--- config.mk ---
export PLATFORM = sky130hd
export DESIGN_NAME = switch_4port_flat
export DESIGN_NICKNAME = d
export VERILOG_FILES = /design/src/rtl/switch_pkg.sv /design/src/rtl/port_if.sv /design/src/rtl/switch_port.sv /design/src/rtl/switch_4port.sv /design/src/flat_wrapper.sv
export SDC_FILE = /design/constraint.sdc
export NUM_CORES = 1
export LEC_CHECK = 0
export CAP_MARGIN = 0
export CORE_ASPECT_RATIO = 0.5
export CORE_MARGIN = 3
export CORE_UTILIZATION = 58
export DETAILED_ROUTE_END_ITERATION = 16
export PLACE_DENSITY = 0.83
export SLEW_MARGIN = 20
export SYNTH_ARGS = -nofsm -noshare
export SYNTH_HDL_FRONTEND = slang
export SYNTH_SLANG_ARGS = --single-unit
--- constraint.sdc ---
create_clock -name clk -period 6.1 [get_ports clk]
set_input_delay 1.22 -clock clk [delete_from_list [all_inputs] [get_ports clk]]
set_output_delay 1.22 -clock clk [all_outputs]
set_load 0.1 [all_outputs]
--- src/rtl/switch_pkg.sv ---
// rtl/switch_pkg.sv - shared constants, FSM state and packet types for the 4-port switch
package switch_pkg;

    localparam int NUM_PORTS = 4;
    localparam int ADDR_W    = 4;
    localparam int DATA_W    = 8;
    localparam int PTR_W     = 2;

    typedef enum logic [1:0] {
        IDLE     = 2'd0,
        RECEIVE  = 2'd1,
        TRANSMIT = 2'd2
    } state_t;

    typedef struct packed {
        logic [ADDR_W-1:0]    source;
        logic [NUM_PORTS-1:0] target;
        logic [DATA_W-1:0]    data;
    } packet_t;

endpackage

--- src/rtl/port_if.sv ---
// rtl/port_if.sv - per-port bus bundle between an agent and the switch
interface port_if (
    input logic clk,
    input logic rst_n
);
    import switch_pkg::*;

    logic                 valid_in;
    logic [ADDR_W-1:0]    source_in;
    logic [NUM_PORTS-1:0] target_in;
    logic [DATA_W-1:0]    data_in;
    logic                 ready;
    logic                 valid_out;
    logic [ADDR_W-1:0]    source_out;
    logic [NUM_PORTS-1:0] target_out;
    logic [DATA_W-1:0]    data_out;

    modport dut (
        input  clk, rst_n, valid_in, source_in, target_in, data_in,
        output ready, valid_out, source_out, target_out, data_out
    );

    modport tb (
        input  clk, rst_n, ready, valid_out, source_out, target_out, data_out,
        output valid_in, source_in, target_in, data_in
    );

endinterface

--- src/rtl/switch_port.sv ---
// rtl/switch_port.sv - per-port ingress FSM, packet buffer and pending mask (SWITCH_LOOPBACK_EN keeps own target bit)
module switch_port
    import switch_pkg::*;
#(
    parameter int PORT_ID = 0
) (
    input  logic                 clk,
    input  logic                 rst_n,
    input  logic                 valid_in,
    input  logic [ADDR_W-1:0]    source_in,
    input  logic [NUM_PORTS-1:0] target_in,
    input  logic [DATA_W-1:0]    data_in,
    input  logic [NUM_PORTS-1:0] gnt,
    output logic                 ready,
    output logic [NUM_PORTS-1:0] req,
    output packet_t              pkt
);

    localparam logic [NUM_PORTS-1:0] OWN_BIT = NUM_PORTS'(1 << PORT_ID);

    state_t               state, state_n;
    packet_t              pkt_q, pkt_n;
    logic [NUM_PORTS-1:0] pending, pending_n;
    logic [NUM_PORTS-1:0] keep_mask;

`ifdef SWITCH_LOOPBACK_EN
    assign keep_mask = '1;
`else
    assign keep_mask = ~OWN_BIT;
`endif

    assign pkt = pkt_q;

    // State, captured packet and outstanding-output mask registers
    always_ff @(posedge clk or negedge rst_n) begin
        if (!rst_n) begin
            state   <= IDLE;
            pkt_q   <= '0;
            pending <= '0;
        end else begin
            state   <= state_n;
            pkt_q   <= pkt_n;
            pending <= pending_n;
        end
    end

    // Next state: capture in IDLE, one settle cycle, then request until every target is served
    always_comb begin
        state_n   = state;
        pkt_n     = pkt_q;
        pending_n = pending;
        ready     = 1'b0;
        req       = '0;
        case (state)
            IDLE: begin
                ready = 1'b1;
                if (valid_in) begin
                    pkt_n     = '{source: source_in, target: target_in, data: data_in};
                    pending_n = target_in & keep_mask;
                    state_n   = (pending_n != '0) ? RECEIVE : IDLE;
                end
            end
            RECEIVE: begin
                state_n = TRANSMIT;
            end
            TRANSMIT: begin
                req       = pending;
                pending_n = pending & ~gnt;
                if (pending_n == '0) begin
                    state_n = IDLE;
                end
            end
            default: begin
                state_n   = IDLE;
                pending_n = '0;
            end
        endcase
    end

endmodule

--- src/rtl/switch_4port.sv ---
// rtl/switch_4port.sv - four-port multicast switch: ingress FSMs, round-robin output arbiters, registered outputs
module switch_4port
    import switch_pkg::*;
(
    input logic clk,
    input logic rst_n,
    port_if.dut port0,
    port_if.dut port1,
    port_if.dut port2,
    port_if.dut port3
);

    logic [NUM_PORTS-1:0] in_valid;
    logic [NUM_PORTS-1:0] in_ready;
    logic [ADDR_W-1:0]    in_source [NUM_PORTS];
    logic [NUM_PORTS-1:0] in_target [NUM_PORTS];
    logic [DATA_W-1:0]    in_data   [NUM_PORTS];
    logic [NUM_PORTS-1:0] req       [NUM_PORTS];
    logic [NUM_PORTS-1:0] gnt       [NUM_PORTS];
    packet_t              port_pkt  [NUM_PORTS];
    logic [PTR_W-1:0]     ptr       [NUM_PORTS];
    logic [PTR_W-1:0]     win       [NUM_PORTS];
    logic [PTR_W-1:0]     cand;
    logic [NUM_PORTS-1:0] hit;
    logic [NUM_PORTS-1:0] out_valid;
    packet_t              out_pkt   [NUM_PORTS];

    assign in_valid[0] = port0.valid_in;  assign in_source[0] = port0.source_in;
    assign in_valid[1] = port1.valid_in;  assign in_source[1] = port1.source_in;
    assign in_valid[2] = port2.valid_in;  assign in_source[2] = port2.source_in;
    assign in_valid[3] = port3.valid_in;  assign in_source[3] = port3.source_in;
    assign in_target[0] = port0.target_in; assign in_data[0] = port0.data_in;
    assign in_target[1] = port1.target_in; assign in_data[1] = port1.data_in;
    assign in_target[2] = port2.target_in; assign in_data[2] = port2.data_in;
    assign in_target[3] = port3.target_in; assign in_data[3] = port3.data_in;

    assign port0.ready = in_ready[0];
    assign port1.ready = in_ready[1];
    assign port2.ready = in_ready[2];
    assign port3.ready = in_ready[3];

    assign port0.valid_out = out_valid[0];
    assign port1.valid_out = out_valid[1];
    assign port2.valid_out = out_valid[2];
    assign port3.valid_out = out_valid[3];
    assign port0.source_out = out_pkt[0].source; assign port0.target_out = out_pkt[0].target;
    assign port1.source_out = out_pkt[1].source; assign port1.target_out = out_pkt[1].target;
    assign port2.source_out = out_pkt[2].source; assign port2.target_out = out_pkt[2].target;
    assign port3.source_out = out_pkt[3].source; assign port3.target_out = out_pkt[3].target;
    assign port0.data_out = out_pkt[0].data;
    assign port1.data_out = out_pkt[1].data;
    assign port2.data_out = out_pkt[2].data;
    assign port3.data_out = out_pkt[3].data;

    switch_port #(.PORT_ID(0)) P0 (
        .clk(clk), .rst_n(rst_n), .valid_in(in_valid[0]), .source_in(in_source[0]),
        .target_in(in_target[0]), .data_in(in_data[0]), .gnt(gnt[0]),
        .ready(in_ready[0]), .req(req[0]), .pkt(port_pkt[0])
    );
    switch_port #(.PORT_ID(1)) P1 (
        .clk(clk), .rst_n(rst_n), .valid_in(in_valid[1]), .source_in(in_source[1]),
        .target_in(in_target[1]), .data_in(in_data[1]), .gnt(gnt[1]),
        .ready(in_ready[1]), .req(req[1]), .pkt(port_pkt[1])
    );
    switch_port #(.PORT_ID(2)) P2 (
        .clk(clk), .rst_n(rst_n), .valid_in(in_valid[2]), .source_in(in_source[2]),
        .target_in(in_target[2]), .data_in(in_data[2]), .gnt(gnt[2]),
        .ready(in_ready[2]), .req(req[2]), .pkt(port_pkt[2])
    );
    switch_port #(.PORT_ID(3)) P3 (
        .clk(clk), .rst_n(rst_n), .valid_in(in_valid[3]), .source_in(in_source[3]),
        .target_in(in_target[3]), .data_in(in_data[3]), .gnt(gnt[3]),
        .ready(in_ready[3]), .req(req[3]), .pkt(port_pkt[3])
    );

    // Per-output round-robin: first requester at or after the pointer wins; grants may fan out to one input
    always_comb begin
        hit  = '0;
        cand = '0;
        for (int i = 0; i < NUM_PORTS; i++) begin
            gnt[i] = '0;
        end
        for (int j = 0; j < NUM_PORTS; j++) begin
            win[j] = '0;
            for (int k = 0; k < NUM_PORTS; k++) begin
                cand = ptr[j] + PTR_W'(k);
                if (!hit[j] && req[cand][j]) begin
                    hit[j] = 1'b1;
                    win[j] = cand;
                end
            end
            if (hit[j]) begin
                gnt[win[j]][j] = 1'b1;
            end
        end
    end

    // Arbiter pointers advance past the grantee; granted packet is registered onto the output
    always_ff @(posedge clk or negedge rst_n) begin
        if (!rst_n) begin
            out_valid <= '0;
            for (int j = 0; j < NUM_PORTS; j++) begin
                ptr[j]     <= '0;
                out_pkt[j] <= '0;
            end
        end else begin
            out_valid <= hit;
            for (int j = 0; j < NUM_PORTS; j++) begin
                if (hit[j]) begin
                    ptr[j]     <= win[j] + PTR_W'(1);
                    out_pkt[j] <= port_pkt[win[j]];
                end
            end
        end
    end

endmodule

--- src/flat_wrapper.sv ---
// flat-port wrapper written by rule: the top's interface ports become plain ports
module switch_4port_flat import switch_pkg::*;
  (clk, rst_n, port0_valid_in, port0_source_in, port0_target_in, port0_data_in, port0_ready, port0_valid_out, port0_source_out, port0_target_out, port0_data_out, port1_valid_in, port1_source_in, port1_target_in, port1_data_in, port1_ready, port1_valid_out, port1_source_out, port1_target_out, port1_data_out, port2_valid_in, port2_source_in, port2_target_in, port2_data_in, port2_ready, port2_valid_out, port2_source_out, port2_target_out, port2_data_out, port3_valid_in, port3_source_in, port3_target_in, port3_data_in, port3_ready, port3_valid_out, port3_source_out, port3_target_out, port3_data_out);
  port_if port0_i (.clk(clk), .rst_n(rst_n));
  port_if port1_i (.clk(clk), .rst_n(rst_n));
  port_if port2_i (.clk(clk), .rst_n(rst_n));
  port_if port3_i (.clk(clk), .rst_n(rst_n));
  input logic clk;
  input logic rst_n;
  input wire logic [$bits(port0_i.valid_in)-1:0] port0_valid_in;
  input wire logic [$bits(port0_i.source_in)-1:0] port0_source_in;
  input wire logic [$bits(port0_i.target_in)-1:0] port0_target_in;
  input wire logic [$bits(port0_i.data_in)-1:0] port0_data_in;
  output wire logic [$bits(port0_i.ready)-1:0] port0_ready;
  output wire logic [$bits(port0_i.valid_out)-1:0] port0_valid_out;
  output wire logic [$bits(port0_i.source_out)-1:0] port0_source_out;
  output wire logic [$bits(port0_i.target_out)-1:0] port0_target_out;
  output wire logic [$bits(port0_i.data_out)-1:0] port0_data_out;
  input wire logic [$bits(port1_i.valid_in)-1:0] port1_valid_in;
  input wire logic [$bits(port1_i.source_in)-1:0] port1_source_in;
  input wire logic [$bits(port1_i.target_in)-1:0] port1_target_in;
  input wire logic [$bits(port1_i.data_in)-1:0] port1_data_in;
  output wire logic [$bits(port1_i.ready)-1:0] port1_ready;
  output wire logic [$bits(port1_i.valid_out)-1:0] port1_valid_out;
  output wire logic [$bits(port1_i.source_out)-1:0] port1_source_out;
  output wire logic [$bits(port1_i.target_out)-1:0] port1_target_out;
  output wire logic [$bits(port1_i.data_out)-1:0] port1_data_out;
  input wire logic [$bits(port2_i.valid_in)-1:0] port2_valid_in;
  input wire logic [$bits(port2_i.source_in)-1:0] port2_source_in;
  input wire logic [$bits(port2_i.target_in)-1:0] port2_target_in;
  input wire logic [$bits(port2_i.data_in)-1:0] port2_data_in;
  output wire logic [$bits(port2_i.ready)-1:0] port2_ready;
  output wire logic [$bits(port2_i.valid_out)-1:0] port2_valid_out;
  output wire logic [$bits(port2_i.source_out)-1:0] port2_source_out;
  output wire logic [$bits(port2_i.target_out)-1:0] port2_target_out;
  output wire logic [$bits(port2_i.data_out)-1:0] port2_data_out;
  input wire logic [$bits(port3_i.valid_in)-1:0] port3_valid_in;
  input wire logic [$bits(port3_i.source_in)-1:0] port3_source_in;
  input wire logic [$bits(port3_i.target_in)-1:0] port3_target_in;
  input wire logic [$bits(port3_i.data_in)-1:0] port3_data_in;
  output wire logic [$bits(port3_i.ready)-1:0] port3_ready;
  output wire logic [$bits(port3_i.valid_out)-1:0] port3_valid_out;
  output wire logic [$bits(port3_i.source_out)-1:0] port3_source_out;
  output wire logic [$bits(port3_i.target_out)-1:0] port3_target_out;
  output wire logic [$bits(port3_i.data_out)-1:0] port3_data_out;
  assign port0_i.valid_in = port0_valid_in;
  assign port0_i.source_in = port0_source_in;
  assign port0_i.target_in = port0_target_in;
  assign port0_i.data_in = port0_data_in;
  assign port0_ready = port0_i.ready;
  assign port0_valid_out = port0_i.valid_out;
  assign port0_source_out = port0_i.source_out;
  assign port0_target_out = port0_i.target_out;
  assign port0_data_out = port0_i.data_out;
  assign port1_i.valid_in = port1_valid_in;
  assign port1_i.source_in = port1_source_in;
  assign port1_i.target_in = port1_target_in;
  assign port1_i.data_in = port1_data_in;
  assign port1_ready = port1_i.ready;
  assign port1_valid_out = port1_i.valid_out;
  assign port1_source_out = port1_i.source_out;
  assign port1_target_out = port1_i.target_out;
  assign port1_data_out = port1_i.data_out;
  assign port2_i.valid_in = port2_valid_in;
  assign port2_i.source_in = port2_source_in;
  assign port2_i.target_in = port2_target_in;
  assign port2_i.data_in = port2_data_in;
  assign port2_ready = port2_i.ready;
  assign port2_valid_out = port2_i.valid_out;
  assign port2_source_out = port2_i.source_out;
  assign port2_target_out = port2_i.target_out;
  assign port2_data_out = port2_i.data_out;
  assign port3_i.valid_in = port3_valid_in;
  assign port3_i.source_in = port3_source_in;
  assign port3_i.target_in = port3_target_in;
  assign port3_i.data_in = port3_data_in;
  assign port3_ready = port3_i.ready;
  assign port3_valid_out = port3_i.valid_out;
  assign port3_source_out = port3_i.source_out;
  assign port3_target_out = port3_i.target_out;
  assign port3_data_out = port3_i.data_out;
  switch_4port u_core (.clk(clk), .rst_n(rst_n), .port0(port0_i), .port1(port1_i), .port2(port2_i), .port3(port3_i));
endmodule
==> results of run 1 <==
[registers in the layout, indices dropped and copies added, names as in the netlist, 8 cells and up]
name and flops:
u_core.P1.pkt 16, u_core.P0.pkt 16, u_core.port2.data_out 8, u_core.P3.pkt 16, u_core.ptr 8, u_core.port3.data_out 8
u_core.port0.data_out 8, u_core.port1.data_out 8, u_core.P2.pkt 16
[kinds of logic after synthesis]
family,count (synthesis)
AND/OR/NAND/NOR,224
buffers and inverters,67
AO/OA/AOI/OAI,184
flip-flops,164
multiplexers,153
[worst max path at each step]
stage,startpoint,endpoint,slack [ns],cells after the start
2_1_floorplan,u_core.P0.state[1]$_DFFE_PN0P_,u_core.P0.pkt[10]$_DFFE_PN0P_,2.99,6
3_3_place_gp,port3_valid_in,u_core.P3.pkt[10]$_DFFE_PN0P_,2.75,5
3_5_place_dp,port3_valid_in,u_core.P3.pkt[10]$_DFFE_PN0P_,2.68,5
4_1_cts,u_core.P0.state[1]$_DFFE_PN0P_,port0_ready,2.56,2
5_1_grt,u_core.P0.state[1]$_DFFE_PN0P_,port0_ready,2.46,2
6_report,u_core.P0.state[1]$_DFFE_PN0P_,port0_ready,2.54,2
[cell type report]
type / instances / area [um2]
Multi-Input combinational cell: 561 / 4210
Sequential cell: 164 / 4100
Fill cell: 934 / 3290
Timing Repair Buffer: 154 / 1530
Clock buffer: 18 / 439
Tap cell: 192 / 240
Clock inverter: 14 / 190
Inverter: 13 / 48.8
[metal layers]
layer,up-vias,global-route usage [%]
met4,0,11.2
met5,-,0
met1,3702,45.0
li1,3182,-
met3,81,8.15
met2,506,52.0
[cell usage in the layout (no fill, tap or decap), types with 17 or more instances in the layout]
cell             count
a211oi_1            35
a221oi_1            28
clkbuf_16           17
clkdlybuf4s50_1    140
dfrtp_1            164
mux2_2              60
mux2i_1             93
nand2_1             60
nor2_1              85
o21ai_0             24
[worst max-delay path, stage by stage, from the launching register on]
cell and delay, ns:
dfrtp_1 0.54, nor2_1 0.21, clkdlybuf4s50_1 1.16
[stage by stage]
step                setup WS, ns  hold WS (ns)
global route                2.46         0.519
detailed placement          2.68         0.483
global placement            2.75         0.484
floorplan                   2.99         0.458
CTS                         2.56         0.497
finish                      2.54         0.496
==> metrics, run 1 <==
hold-fix buffer count after cts 0; multiplexer share of the synthesized area 18.6%; Metal-1 WL 11100 um; post-synthesis xor/xnor area fraction 0%; Reg-to-Reg End u_core.port0.target_out[1]$_DFFE_PN0P_; global router's overall resource usage 33.0%; core area 14000 um2; CP max FO 15; Worst setup SP type flop; vias 7471; IO Port Bufs 141; total CTS buffers 17; Final ANT Viol Nets 0; largest net degree at the start of global routing 66; setup TNS 0 ns; wire length of the first global-routing pass 41700 um; # diodes 0; CTS sink count 164; hold_sp u_core.P3.pending[3]$_DFFE_PN0P_; Fin. Hold Viols 0; # Post-CTS Setup Buffers 0; Starting DRT DRC Count 994; Root Driver clkbuf_16; RSZ-0062 raised after global routing no; Final Instance Area 10800 um2; largest cells by area after synthesis dfrtp_1 (47%), mux2i_1 (11%), mux2_2 (7.8%), nor2_1 (3.8%), a211oi_1 (3.0%); Initial Utilization 61.6%; Worst R2R Path Depth 6; Nets 981; H-tree levels 4; # IOs 142; Required @ worst endpoint 4.88 ns; Mapped Area 8650 um2; Slew @ Worst Pin 1.17 ns; Post-synth EDFFs 0; met2 wire length 12400 um; Slew headroom 22.0%; post-synth cell types 67; DRC 0; vias in the first global route 7583; first drt pass iteration count 6; Final period util 58.4%; post-synthesis simple-gate area fraction 13.1%; Chip Width 179 um; total congestion overflow 0; commonest cells in the synthesized netlist dfrtp_1 (164), mux2i_1 (93), nor2_1 (87); fin crit period 3.56 ns; Finished Layout Cells 1116; Pins Over Slew Limit 0; status finished clean; RePlAce Congestion 0.928; Critical R2R Launch u_core.P1.state[1]$_DFFE_PN0P_; vias per inst 6.69; cell count after placement 1083; Hold Path Stages 1; Total Routed Length 27000 um; share of layout cells above drive strength 1 14.5%; Util after Layout 76.6%; Most used DFF post-synth dfrtp_1; MaxCap Viol Count 0; Mean Syn Cell Area 10.9 um2; largest family of logic cells by synthesized area multiplexers; Max Fclk 281 MHz; internal reg-to-reg setup slack 2.63 ns; CP arrival 2.34 ns; die height 92.4 um; Async S/R FF share, synth 100%; CTS resizes 0; row count 30; Clock Skews 0.0129 ns; Synth Area in Adders 0%; Yosys reg bits 164; initial antenna violation count 0; synth warn 0; Crit Path Class reg2out; post-synth top area share 47.4%; hold path endpoint u_core.P3.pending[3]$_DFFE_PN0P_; Area Growth Syn to Fin 24.3%; Hold Crit Class reg2reg; final HPWL from detailed placement 16900 um; Compound-Gate Fraction of Synth Area 16.4%; CP endpoint kind output pin; CTS tree built; Max Used Layer met4; area leader, netlist dfrtp_1; DP Area 10100 um2; Net Count, Synth 862; cell with the most instances after synthesis dfrtp_1; Max clock buf depth 2; die area 16500 um2; met3 WL post-DR 2760 um; Synth Instances 792; clock latency on the worst-skew pair 0.44 ns; sequential cell area fraction in the yosys report 47.4%; routed len/inst 24.2 um; setup violators final 0; clk slew on worst S/H paths 0.07 ns
Power of run 1 is left out: the tool's default activity adds up to more than one toggle a clock period on the data nets, which glitch-free logic cannot reach.
==> run 2: changes to the inputs <==
--- a/config.mk
+++ b/config.mk
@@ -8,9 +8,9 @@
 export CAP_MARGIN = 0
 export CORE_ASPECT_RATIO = 0.5
 export CORE_MARGIN = 3
-export CORE_UTILIZATION = 58
+export CORE_UTILIZATION = 49
 export DETAILED_ROUTE_END_ITERATION = 16
-export PLACE_DENSITY = 0.83
+export PLACE_DENSITY = 0.74
 export SLEW_MARGIN = 20
 export SYNTH_ARGS = -nofsm -noshare
 export SYNTH_HDL_FRONTEND = slang
==> constraint.sdc (replaced) <==
create_clock -name clk -period 3.18 [get_ports clk]
set_input_delay 0.636 -clock clk [delete_from_list [all_inputs] [get_ports clk]]
set_output_delay 0.636 -clock clk [all_outputs]
set_load 0.1 [all_outputs]
==> metrics, run 2 (synthesis gave the netlist of run 1 again) <==
first drt pass iteration count 5 (-1); most frequent cells in the layout dfrtp_1 (164), buf_4 (96), mux2i_1 (93); Starting DRT DRC Count 651 (-35%); die area 19400 um2 (+17%); Slew @ Worst Pin 0.832 ns (-0.334 ns); CTS sink count 164 (unchanged); Fin. Hold Viols 0 (unchanged); initial antenna violation count 1 (+1); Clock Skews 0.0137 ns (+0.000869 ns); final HPWL from detailed placement 18200 um (+7.5%); Max Fclk 376 MHz; CTS resizes 0 (unchanged); fin crit period 2.66 ns; H-tree levels 4 (unchanged); status finished clean; total CTS buffers 17 (unchanged); # Post-CTS Setup Buffers 0 (unchanged); Area Growth Syn to Fin 23.8%; largest net degree at the start of global routing 68 (+3.0%); wire length of the first global-routing pass 41600 um (-0.25%); Required @ worst endpoint 3.50 ns (-1.38 ns); Util after Layout 63.7% (-13 points); # IOs 142 (unchanged); GRT busiest layer met2; vias per inst 6.26 (-6.4%); Finished Layout Cells 1164 (+4.3%); # diodes 0 (unchanged); CTS tree built; CP arrival 2.98 ns (+0.64 ns); Initial Utilization 51.5% (-10 points); Max clock buf depth 2 (unchanged); core area 16800 um2 (+20%); die height 99.9 um (+8.2%); DRC 0 (unchanged); total congestion overflow 0 (unchanged); Slew headroom 44.4% (+22 points); cell count after placement 1132 (+4.5%); DP Area 10100 um2 (-0.22%); RSZ-0062 raised after global routing no; hold-fix buffer count after cts 0 (unchanged); Hold Crit Class in2async; Chip Width 194 um (+8.5%); clk slew on worst S/H paths 0.07 ns (about the same); Final Instance Area 10700 um2 (-0.42%); Pins Over Slew Limit 0 (unchanged); GR Layer Usage met1 38.4% (-6.5 points); Nets 994 (+1.3%); row count 33 (+10%); setup TNS 0 ns (unchanged); Total Routed Length 27100 um (+0.32%); vias 7290 (-2.4%); Final ANT Viol Nets 0 (unchanged); CP max FO 24 (+9); RePlAce Congestion 0.881 (-5.1%); met3 Resource Use GR 5.70% (-2.4 points); commonest non-fill, non-tap cell in the layout dfrtp_1; Final period util 83.7%; MaxCap Viol Count 0 (unchanged); setup violators final 0 (unchanged); CP endpoint kind flop; Root Driver clkbuf_16; share of layout cells above drive strength 1 23.4% (+8.9 points); clock latency on the worst-skew pair 0.44 ns (about the same); IO Port Bufs 141 (unchanged); Worst setup SP type flop; global router's overall resource usage 27.8% (-5.2 points); Crit Path Class reg2reg; vias in the first global route 7201 (-5.0%); routed len/inst 23.2 um (-3.8%); met2 Usage GRT 45.5% (-6.5 points)
==> run 2: cell count changes in the layout (fill, tap and decap cells not counted), moves of 2 or more <==
| cell | before | now |
|---|---|---|
| buf_12 | 0 | 2 |
| clkdlybuf4s50_1 | 140 | 68 |
| buf_4 | 10 | 96 |
| nor2_2 | 1 | 3 |
| buf_6 | 3 | 1 |
| nor2_4 | 2 | 0 |
==> run 2: worst paths after layout <==
| kind | cells after the start | startpoint | slack [ns] | endpoint |
|---|---|---|---|---|
| min reg2reg | 1 | u_core.P3.pending[3]$_DFFE_PN0P_ | 0.49 | u_core.P3.pending[3]$_DFFE_PN0P_ |
| max in group asynchronous | 2 | rst_n | 2.16 | u_core.P0.state[1]$_DFFE_PN0P_ |
| max reg2reg | 6 | u_core.P0.state[1]$_DFFE_PN0P_ | 0.52 | u_core.port1.data_out[3]$_DFFE_PN0P_ |
| min | 1 | rst_n | 0.19 | u_core.out_valid[3]$_DFF_PN0_ |
| max | 6 | u_core.P0.state[1]$_DFFE_PN0P_ | 0.52 | u_core.port1.data_out[3]$_DFFE_PN0P_ |
| min in group clk | 1 | u_core.P3.pending[3]$_DFFE_PN0P_ | 0.49 | u_core.P3.pending[3]$_DFFE_PN0P_ |
==> run 2: per-stage QoR <==
stage / worst slack [ns] / hold WS (ns)
3_3_place_gp: 0.747 / 0.471
4_1_cts: 0.572 / 0.215
2_1_floorplan: 0.0691 / 0.340
5_1_grt: 0.330 / 0.235
3_5_place_dp: 0.621 / 0.476
6_report: 0.517 / 0.187
==> run 2: final cells by class <==
class / instances / area (um2)
clock buffers: 18 / 439
multi-input cells: 561 / 4190
clock inverters: 14 / 189
inverters: 13 / 48.8
well taps: 227 / 284
fillers: 1321 / 6100
flip-flops and latches: 164 / 4100
repair buffers: 167 / 1450
==> run 2: routing by layer <==
metal	up-vias	routed length, um
li1	3214	-
met4	0	428
met3	40	2170
met2	328	12700
met5	-	0
met1	3708	11700
==> run 2: worst max-delay path: stages, from the launching register on <==
cell,delay [ns]
dfrtp_1,0.62
nand3b_1,0.31
o21ai_0,0.23
a211o_2,0.47
buf_4,0.46
mux2i_1,0.13
a221oi_1,0.32
Power of run 2 is left out for the same reason.
==> run 3: changes to the inputs <==
--- a/config.mk
+++ b/config.mk
@@ -8,9 +8,9 @@
 export CAP_MARGIN = 0
 export CORE_ASPECT_RATIO = 0.5
 export CORE_MARGIN = 3
-export CORE_UTILIZATION = 49
+export CORE_UTILIZATION = 54
 export DETAILED_ROUTE_END_ITERATION = 16
-export PLACE_DENSITY = 0.74
+export PLACE_DENSITY = 0.78
 export SLEW_MARGIN = 20
 export SYNTH_ARGS = -nofsm -noshare
 export SYNTH_HDL_FRONTEND = slang
==> constraint.sdc (replaced) <==
create_clock -name clk -period 2.78 [get_ports clk]
set_input_delay 0.556 -clock clk [delete_from_list [all_inputs] [get_ports clk]]
set_output_delay 0.556 -clock clk [all_outputs]
set_load 0.1 [all_outputs]
==> metrics, run 3 (synthesis gave the netlist of run 1 again) <==
routed len/inst 23.6 um (+1.3%); first drt pass iteration count 5 (unchanged); CTS sink count 164 (unchanged); Required @ worst endpoint 3.08 ns (-0.42 ns); Reg-to-Reg End u_core.port2.source_out[3]$_DFFE_PN0P_; global router's overall resource usage 31.0% (+3.2 points); most frequent cells in the layout dfrtp_1 (164), mux2i_1 (93), buf_4 (93); vias in the first global route 7118 (-1.2%); Fin. Hold Viols 0 (unchanged); clock latency on the worst-skew pair 0.43 ns (about the same); Chip Width 185 um (-4.6%); H-tree levels 4 (unchanged); largest net degree at the start of global routing 54 (-21%); vias 7355 (+0.89%); setup TNS 0 ns (unchanged); total congestion overflow 0 (unchanged); status finished clean; Hold Crit Class in2async; Worst R2R Path Depth 7 (+1); Max clock buf depth 2 (unchanged); Max Fclk 399 MHz (+6.2%); MaxCap Viol Count 0 (unchanged); cell count after placement 1110 (-1.9%); die height 95.5 um (-4.5%); setup violators final 0 (unchanged); vias per inst 6.45 (+2.9%); CP arrival 2.81 ns (-0.17 ns); # diodes 0 (unchanged); clk slew on worst S/H paths 0.07 ns (about the same); Filler cells 1148 (-13%); Final period util 90.2% (+6.5 points); fin crit period 2.51 ns (-0.155 ns); Nets 995 (+0.10%); CP endpoint kind flop; Pins Over Slew Limit 0 (unchanged); Clock Skews 0.0107 ns (-0.00309 ns); Slew headroom 61.6% (+17 points); # Post-CTS Setup Buffers 0 (unchanged); # IOs 142 (unchanged); total CTS buffers 17 (unchanged); RSZ-0062 raised after global routing no; Root Driver clkbuf_16; initial antenna violation count 0 (-1); DP Worst Slack 0.384 ns (-0.237 ns); Initial Utilization 55.7% (+4.2 points); Final ANT Viol Nets 0 (unchanged); hold-fix buffer count after cts 0 (unchanged); CTS tree built; share of layout cells above drive strength 1 23.5% (+0.11 points); row count 32 (-3.0%); Total Routed Length 26900 um (-0.67%); Slew @ Worst Pin 0.577 ns (-0.255 ns); wire length of the first global-routing pass 41100 um (-1.1%); Area Growth Syn to Fin 23.9% (about the same); Crit Path Class reg2reg; final worst setup slack 0.272 ns (-0.245 ns); final HPWL from detailed placement 17800 um (-2.1%); internal reg-to-reg setup slack 0.27 ns (-0.25 ns); IO Port Bufs 141 (unchanged); Critical R2R Launch u_core.P0.state[1]$_DFFE_PN0P_; CTS resizes 0 (unchanged); commonest non-fill, non-tap cell in the layout dfrtp_1; core area 15500 um2 (-7.6%); RePlAce Congestion 0.864 (-2.0%); CP max FO 17 (-29%); Worst setup SP type flop; Starting DRT DRC Count 909 (+40%); DRC 0 (unchanged); Finished Layout Cells 1141 (-2.0%); die area 17700 um2 (-8.8%)
run 3: cell count changes in the layout (fill, tap and decap cells not counted), sizes merged:
cell      delta
clkinvlp     -1
inv          +2
clkinv       -1
bufinv       -1
buf          +1
run 3: how the worst max path moves through the flow:
| stage | startpoint | end | slack [ns] | cells past startpoint |
|---|---|---|---|---|
| floorplan | u_core.P0.state[1]$_DFFE_PN0P_ | u_core.P0.pkt[10]$_DFFE_PN0P_ | 0.17 | 6 |
| global placement | u_core.P0.state[1]$_DFFE_PN0P_ | u_core.port2.data_out[2]$_DFFE_PN0P_ | 0.50 | 7 |
| detailed placement | u_core.P0.state[1]$_DFFE_PN0P_ | u_core.port2.target_out[2]$_DFFE_PN0P_ | 0.38 | 7 |
| CTS | u_core.P0.state[1]$_DFFE_PN0P_ | u_core.port2.source_out[3]$_DFFE_PN0P_ | 0.31 | 7 |
| global route | u_core.P0.state[1]$_DFFE_PN0P_ | u_core.port2.data_out[3]$_DFFE_PN0P_ | 0.21 | 7 |
| finish | u_core.P0.state[1]$_DFFE_PN0P_ | u_core.port2.source_out[3]$_DFFE_PN0P_ | 0.27 | 7 |
run 3: stage by stage:
step                      area [um2]  utilization (%)  hold WS [ns]
final                          10700             69.0        0.0788
after global routing           10700             69.0         0.123
after CTS                      10700             69.0         0.104
after detailed placement       10100             65.1         0.484
after global placement         10100             65.1         0.471
after floorplan                 8650                -         0.260
run 3: cell type report:
type                    instances  area [um2]  share of cell area [%]
well taps                     204         255                    2.38
multi-input cells             561        4200                    39.2
clock inverters                13         160                    1.49
flip-flops and latches        164        4100                    38.3
repair buffers                168        1510                    14.1
clock buffers                  18         439                    4.10
inverters                      13        48.8                   0.455
run 3: critical path, stage by stage (launching register included):
cell,delay [ns]
dfrtp_1,0.59
nand3b_1,0.24
mux2_2,0.36
o221ai_4,0.48
buf_12,0.24
mux2i_1,0.24
o2bb2ai_1,0.16
a31oi_1,0.07
run 3: per-layer routing:
layer	vias to the layer above	GRT usage (%)	wire length (um)
met2	384	47.5	12200
met4	0	9.05	478
met5	-	0	0
met1	3718	44.1	11700
li1	3206	-	-
met3	47	7.66	2500
Power of run 3 is left out for the same reason.
